### src/rtl/simon_control.sv
// Simon game sequencer: steps the datapath through record, playback, repeat-check and end-of-game.
// Strobes are decoded combinationally from the state and the datapath flags; LED outputs depend on the state only.
module simon_control #(
    parameter int unsigned PLAY_TICKS = 50_000_000,
    parameter int unsigned TIMER_W    = 26
) (
    input  logic       clk,
    input  logic       reset,
    input  logic       advance,
    input  logic       legal,
    input  logic       i_eq_ns,
    input  logic       right_guess,
    input  logic       ns_full,
    output logic       mem_we,
    output logic       count_ns,
    output logic       rst_i,
    output logic       count_i,
    output logic       led_src,
    output logic [2:0] mode_leds
);

    typedef enum logic [1:0] {
        S_INPUT,
        S_PLAYBACK,
        S_REPEAT,
        S_DONE
    } state_e;

    state_e               state_q, state_d;
    logic [TIMER_W-1:0]   timer_q, timer_d;
    logic                 step;

    assign step = (timer_q == TIMER_W'(PLAY_TICKS - 1));

    // The timer idles at zero outside PLAYBACK/DONE, so every entry into those states starts a fresh step.
    always_comb begin
        state_d  = state_q;
        timer_d  = '0;
        mem_we   = 1'b0;
        count_ns = 1'b0;
        rst_i    = 1'b0;
        count_i  = 1'b0;
        if (reset) begin
            case (state_q)
                S_INPUT: begin
                    if (advance && legal) begin
                        mem_we   = 1'b1;
                        count_ns = 1'b1;
                        rst_i    = 1'b1;
                        state_d  = S_PLAYBACK;
                    end
                end
                S_PLAYBACK: begin
                    timer_d = step ? '0 : timer_q + TIMER_W'(1);
                    if (step) begin
                        if (i_eq_ns) begin
                            rst_i   = 1'b1;
                            state_d = S_REPEAT;
                            timer_d = '0;
                        end else begin
                            count_i = 1'b1;
                        end
                    end
                end
                S_REPEAT: begin
                    if (advance) begin
                        if (!right_guess) begin
                            rst_i   = 1'b1;
                            state_d = S_DONE;
                        end else if (!i_eq_ns) begin
                            count_i = 1'b1;
                        end else begin
                            rst_i   = 1'b1;
                            state_d = ns_full ? S_DONE : S_INPUT;
                        end
                    end
                end
                S_DONE: begin
                    timer_d = step ? '0 : timer_q + TIMER_W'(1);
                    if (step) begin
                        if (i_eq_ns) begin
                            rst_i = 1'b1;
                        end else begin
                            count_i = 1'b1;
                        end
                    end
                end
            endcase
        end
    end

    always_comb begin
        led_src   = 1'b0;
        mode_leds = 3'b001;
        case (state_q)
            S_INPUT:    begin led_src = 1'b0; mode_leds = 3'b001; end
            S_PLAYBACK: begin led_src = 1'b1; mode_leds = 3'b010; end
            S_REPEAT:   begin led_src = 1'b0; mode_leds = 3'b100; end
            S_DONE:     begin led_src = 1'b1; mode_leds = 3'b111; end
        endcase
    end

    always_ff @(posedge clk or negedge reset) begin
        if (!reset) begin
            state_q <= S_INPUT;
            timer_q <= '0;
        end else begin
            state_q <= state_d;
            timer_q <= timer_d;
        end
    end

endmodule
### config.mk
export PLATFORM = sky130hd
export DESIGN_NAME = simon_control
export DESIGN_NICKNAME = d
export VERILOG_FILES = /design/src/rtl/simon_control.sv
export SDC_FILE = /design/constraint.sdc
export NUM_CORES = 1
export LEC_CHECK = 0
export BUFFER_PORTS_ARGS = -buffer_cell sky130_fd_sc_hd__buf_2
export CAP_MARGIN = 30
export CELL_PAD_IN_SITES_DETAIL_PLACEMENT = 1
export CELL_PAD_IN_SITES_GLOBAL_PLACEMENT = 2
export CORE_MARGIN = 4
export CORE_UTILIZATION = 37
export DETAILED_ROUTE_END_ITERATION = 10
export PLACE_DENSITY_LB_ADDON = 0.3
export SLEW_MARGIN = 25
export SYNTH_ARGS = -nofsm -noshare
export SYNTH_HDL_FRONTEND = slang
export SYNTH_SLANG_ARGS = --single-unit
### constraint.sdc
create_clock -name clk -period 2.3 [get_ports clk]
set_input_delay 0.345 -clock clk [delete_from_list [all_inputs] [get_ports clk]]
set_output_delay 0.345 -clock clk [all_outputs]
set_load 0.05 [all_outputs]
==> results.sh, run 1 <==
export IMPL_max_freq_mhz=422
export IMPL_vias_per_cell=5.72
export IMPL_core_sq_um=4470
export IMPL_period_minus_slack_ns=2.37
export IMPL_max_slew_margin_pct=76.2
export IMPL_clk_pin_slew_ns=0.09
export IMPL_wl_per_cell_um=16.8
export IMPL_finalClockSkew_ns=0.00395
export IMPL_cts_max_level=1
export IMPL_die_x_um=76.8
export IMPL_r2r_start="timer_q[0]"
export IMPL_dpl_hpwl_um=3490
export IMPL_dp_slack_ns=0.119
export IMPL_fillers=528
export IMPL_portBuffers=14
export IMPL_ys_flop_type="dfrtp_1"
export IMPL_finalWorstSetupSlack_ns=-0.0691
export IMPL_pin_count=15
export IMPL_synth_async_reset_ratio_pct=100
export IMPL_clk_path_buf_depth=2
export IMPL_cap_violations=0
export IMPL_track_usage_pct=17.3
export IMPL_synth_top_area_share_pct=40.0
export IMPL_fin_nets=243
export IMPL_grt_pass1_wl_um=8420
export IMPL_ir_worst_vdd_uv=238
export IMPL_vias=1607
export IMPL_drtAntennaViolNets=0
export IMPL_clockRootBuffer="clkbuf_8"
export IMPL_antenna_found_initial=0
export IMPL_final_cell_mix="dfrtp_1 (27), nor2_1 (22), buf_4 (22), nand2_1 (18)"
export IMPL_clock_sinks=28
export IMPL_drv_slew=0
export IMPL_p_leak_nw=0.878
export IMPL_slowest_delay_ns=0.58
export IMPL_critPathKind="register to output port"
export IMPL_worstPathCellList="nor4_2 > nand4_1 > or4b_4 > a21oi_2 > buf_6"
export IMPL_grt_pass1_vias=1793
export IMPL_cp_required_ns=1.96
export IMPL_finalPower_w=0.00102
export IMPL_drtPass1Iterations=2
export IMPL_drc_errors=0
export IMPL_grt_max_degree=29
export IMPL_violations="setup timing"
export IMPL_tightest_slew_ns=0.353
export IMPL_outcome="finished with violations"
export IMPL_area_delta_synth_final_pct=21.9
export IMPL_syn_area_per_cell_sq_um=8.98
export IMPL_die_area_sq_um=5900
export IMPL_synth_nets=208
export IMPL_overflow=0
export IMPL_synth_edf_count=0
export IMPL_multi_input_area_sq_um=1010
export IMPL_die_h_um=76.8
export IMPL_cts_buffers=3
export IMPL_ys_seq_elements=28
export IMPL_wl_um=4720
export IMPL_r2r_cells=5
export IMPL_drive_above_1_share_pct=25.8
export IMPL_power_density_nw_per_um2=479
export IMPL_worstSkewPairLatency_ns=0.28
export IMPL_cp_end_kind="output port"
export IMPL_cp_slowest_cell="or4b_4"
export IMPL_fin_crit_sh_pct=103
export IMPL_worstHoldPathType="input pin to asynchronous set/reset pin"
export IMPL_rsz0062_at_grt="yes"
export IMPL_syn_area_sq_um=1750
export IMPL_hold_viol=0
export IMPL_row_count=24
export IMPL_antenna_cells=0
export IMPL_whs_ns=0.429
export IMPL_gp_congestion=0.826
export IMPL_seq_area_sq_um=702
export IMPL_reg2reg_to="timer_q[24]"
export IMPL_seq_area_frac_synth_pct=40.0
export IMPL_arrival_ns=2.02
export IMPL_drt_iter0_drc=58
export IMPL_start_util_pct=39.1
export IMPL_synth_top_area_cell="dfrtp_1"
export IMPL_synth_area_leaders="dfrtp_1 (40%), xnor2_1 (5.5%), nor2_1 (4.7%)"
export IMPL_setup_viol=2
export IMPL_layout_commonest_cell="dfrtp_1"
export IMPL_r2r_slack_ns=0.18
export IMPL_syn_inst=195
export IMPL_yosys_warnings=0
export IMPL_synth_cell_types=40
export IMPL_critPathLaunchType="register"
export IMPL_cp_max_fo=2
export IMPL_cts_tree="done"
-- cell type report --
class	count	area share, %
clock buffers	3	1.93
clock inverters	1	1.41
inverters	8	1.41
multi-input cells	152	47.3
flip-flops and latches	28	32.9
well taps	52	3.05
repair buffers	37	12.1
-- state kept, by name, summed over array words and instances (netlist names) --
name     count
timer_q     26
state_q      2
-- power breakdown --
group / internal (W) / switching (W)
combinational: 0.0000446 / 0.0000783
sequential: 0.000500 / 0.0000116
clock: 0.000233 / 0.000156
total: 0.000777 / 0.000246
-- worst max path at each step --
stage | start | to | slack, ns | depth (start not counted)
global route | timer_q[9] | count_i | -0.25 | 5
global placement | timer_q[9] | count_i | 0.14 | 5
CTS | timer_q[9] | rst_i | -0.08 | 5
detailed placement | timer_q[0] | count_i | 0.12 | 5
floorplan | state_q[1] | rst_i | -0.14 | 5
finish | timer_q[9] | count_i | -0.07 | 5
-- synthesized netlist by cell type, types with 3 or more instances --
| cell type | instances |
|---|---|
| o21ai_0 | 6 |
| nand3_1 | 10 |
| nor2_1 | 22 |
| o31ai_1 | 6 |
| xnor2_1 | 11 |
| nand4_1 | 7 |
| buf_2 | 3 |
| or4_1 | 7 |
| a21oi_1 | 14 |
| dfrtp_1 | 28 |
| nor4_1 | 4 |
| ha_1 | 6 |
| o211ai_1 | 3 |
| or3_1 | 5 |
| nand2_1 | 18 |
| xor2_1 | 3 |
| nor3_1 | 5 |
| inv_1 | 8 |
-- metal layers --
layer / vias to the layer above / share of wire (%) / global-route usage (%)
li1: 768 / - / -
met1: 809 / 44 / 20.3
met2: 22 / 52 / 32.4
met3: 8 / 2.0 / 2.22
met4: 0 / 1.6 / 5.62
met5: - / 0 / 0
-- worst max-delay path: cells and delay by family, from the launching register on --
kind,cells,cell delay [ns]
and+or+nand+nor,3,1.02
DFF,1,0.42
buffers and inverters,1,0.17
AOI/OAI and AO/OA,1,0.15
-- timing repair --
action / in CTS / in global routing
gates cloned: 0 / 0
setup endpoints to repair: 2 / 4
hold buffers: 1 / 0
resized for setup: 8 / 8
setup buffers: 2 / 2
hold endpoints to repair: 2 / 0
pin swaps: 4 / 3
-- kinds of logic after synthesis --
logic type      share of synthesized area [%]
flops                                    40.0
buf+inv                                  4.71
fa+ha+maj                                4.29
xor+xnor                                 7.00
compound gates                           12.3
simple gates                             31.7
-- per-stage QoR --
| step | util (%) | area, sq um | setup TNS (ns) | cells |
|---|---|---|---|---|
| 2_1_floorplan | - | 1760 | -0.257 | 195 |
| 3_3_place_gp | 44.2 | 1980 | 0 | 272 |
| 3_5_place_dp | 44.2 | 1980 | 0 | 272 |
| 4_1_cts | 46.8 | 2090 | -0.143 | 279 |
| 5_1_grt | 47.7 | 2140 | -0.481 | 281 |
| 6_report | 47.7 | 2140 | -0.131 | 281 |
Note: power is estimated with default switching activity, not from simulation.
==> run 2: changes to the inputs <==
- BUFFER_PORTS_ARGS: -buffer_cell sky130_fd_sc_hd__buf_2 -> -buffer_cell sky130_fd_sc_hd__buf_4
==> results.sh, run 2 (synthesis gave the netlist of run 1 again) <==
export IMPL_die_area_sq_um=5900
export IMPL_fin_nets=241
export IMPL_row_count=24
export IMPL_cap_violations=0
export IMPL_area_delta_synth_final_pct=21.2
export IMPL_pin_count=15
export IMPL_dpl_hpwl_um=3420
export IMPL_drtPass1Iterations=4
export IMPL_cts_tree="done"
export IMPL_cp_end_kind="output port"
export IMPL_cp_required_ns=1.96
export IMPL_portBuffers=14
export IMPL_die_x_um=76.8
export IMPL_dp_slack_ns=0.102
export IMPL_violations="setup timing"
export IMPL_drive_above_1_share_pct=24.2
export IMPL_clock_sinks=28
export IMPL_vias_per_cell=5.59
export IMPL_dp_cells=268
export IMPL_final_cell_mix="buf_4 (32), dfrtp_1 (28), nor2_1 (22), nand2_1 (18), a21oi_1 (12)"
export IMPL_clk_path_buf_depth=2
export IMPL_hold_viol=0
export IMPL_setup_viol=2
export IMPL_max_freq_mhz=429
export IMPL_clockRootBuffer="clkbuf_8"
export IMPL_drv_slew=0
export IMPL_fin_cells=279
export IMPL_wl_um=4640
export IMPL_power_density_nw_per_um2=448
export IMPL_rsz0062_at_grt="yes"
export IMPL_drc_errors=0
export IMPL_wl_per_cell_um=16.6
export IMPL_period_minus_slack_ns=2.33
export IMPL_finalWorstSetupSlack_ns=-0.0284
export IMPL_grt_pass1_wl_um=7970
export IMPL_critPathLaunchType="register"
export IMPL_largest_register_ffs=26
export IMPL_finalClockSkew_ns=0.00305
export IMPL_track_usage_pct=16.7
export IMPL_antenna_cells=0
export IMPL_outcome="finished with violations"
export IMPL_clk_pin_slew_ns=0.10
export IMPL_cts_buffers=3
export IMPL_drtAntennaViolNets=0
export IMPL_grt_max_degree=24
export IMPL_overflow=0
export IMPL_p_leak_nw=0.871
export IMPL_worstHoldPathType="input pin to asynchronous set/reset pin"
export IMPL_top_regs="timer_q (26), state_q (2)"
export IMPL_ir_worst_vdd_uv=290
export IMPL_cp_max_fo=2
export IMPL_critPathKind="register to output port"
export IMPL_drt_iter0_drc=56
export IMPL_fin_crit_sh_pct=101
export IMPL_die_h_um=76.8
export IMPL_max_slew_margin_pct=77.5
export IMPL_cts_max_level=1
export IMPL_antenna_found_initial=0
export IMPL_layout_commonest_cell="buf_4"
export IMPL_gp_congestion=0.797
export IMPL_arrival_ns=1.98
export IMPL_fin_util_pct=47.5
export IMPL_whs_ns=0.480
export IMPL_grt_pass1_vias=1694
export IMPL_tightest_slew_ns=0.334
export IMPL_regMostFlops="timer_q"
export IMPL_vias=1559
export IMPL_start_util_pct=39.1
export IMPL_core_sq_um=4470
export IMPL_worstSkewPairLatency_ns=0.28
run 2: cell types whose count changed in the layout (fill, tap and decap cells not counted), sizes merged:
| cell | before | now |
|---|---|---|
| buf | 36 | 34 |
| bufinv | 1 | 0 |
| clkbuf | 3 | 4 |
run 2: worst paths after layout:
path,depth (start not counted),end,startpoint,slack (ns)
hold / removal,2,timer_q[19],reset,0.48
hold reg to reg,2,timer_q[23],timer_q[23],0.56
max in group asynchronous,3,timer_q[7],reset,1.33
min in group clk,2,timer_q[23],timer_q[23],0.56
setup reg to reg,5,timer_q[24],timer_q[1],0.17
setup / recovery,5,rst_i,timer_q[8],-0.03
run 2: what timing repair did:
action,in CTS,in global routing
setup buffers,5,1
setup endpoints to repair,2,2
pin swaps,2,1
hold buffers,1,0
gates resized for setup,7,3
endpoints found under the hold margin,15,0
run 2: worst max-delay path: stages, from the launching register on:
cell and delay (ns):
dfrtp_1 0.40, nor4_2 0.27, nand4_1 0.16, or4b_4 0.56, a21oi_2 0.15, buf_6 0.17
run 2: area by class of cell:
class | count | area, sq um
inverter | 8 | 30.0
multi-input combinational | 152 | 1000
sequential | 28 | 701
clock buffer | 4 | 55.1
tap | 52 | 65.1
timing repair buffer | 35 | 273
fill | 535 | 2350
run 2: metrics by stage:
stage,total power (W),instance area [sq um],setup TNS (ns)
detailed placement,0.000636,1980,0
CTS,0.000966,2110,-0.0983
floorplan,0.000589,1760,-0.257
global route,0.000995,2120,-0.262
finish,0.000951,2120,-0.0497
global placement,0.000630,1980,0
run 2: per-layer routing:
metal	wire [um]	GRT usage [%]	up-vias
met5	0	0	-
met2	2450	31.3	16
li1	-	-	765
met3	91	3.28	4
met1	2050	19.2	774
met4	49	4.35	0
run 2: report_power, final:
group,leakage [nW],internal [W],switching (W)
sequential,0.384,0.000500,0.00000985
combinational,0.459,0.0000460,0.0000771
clock,0.0288,0.000154,0.000165
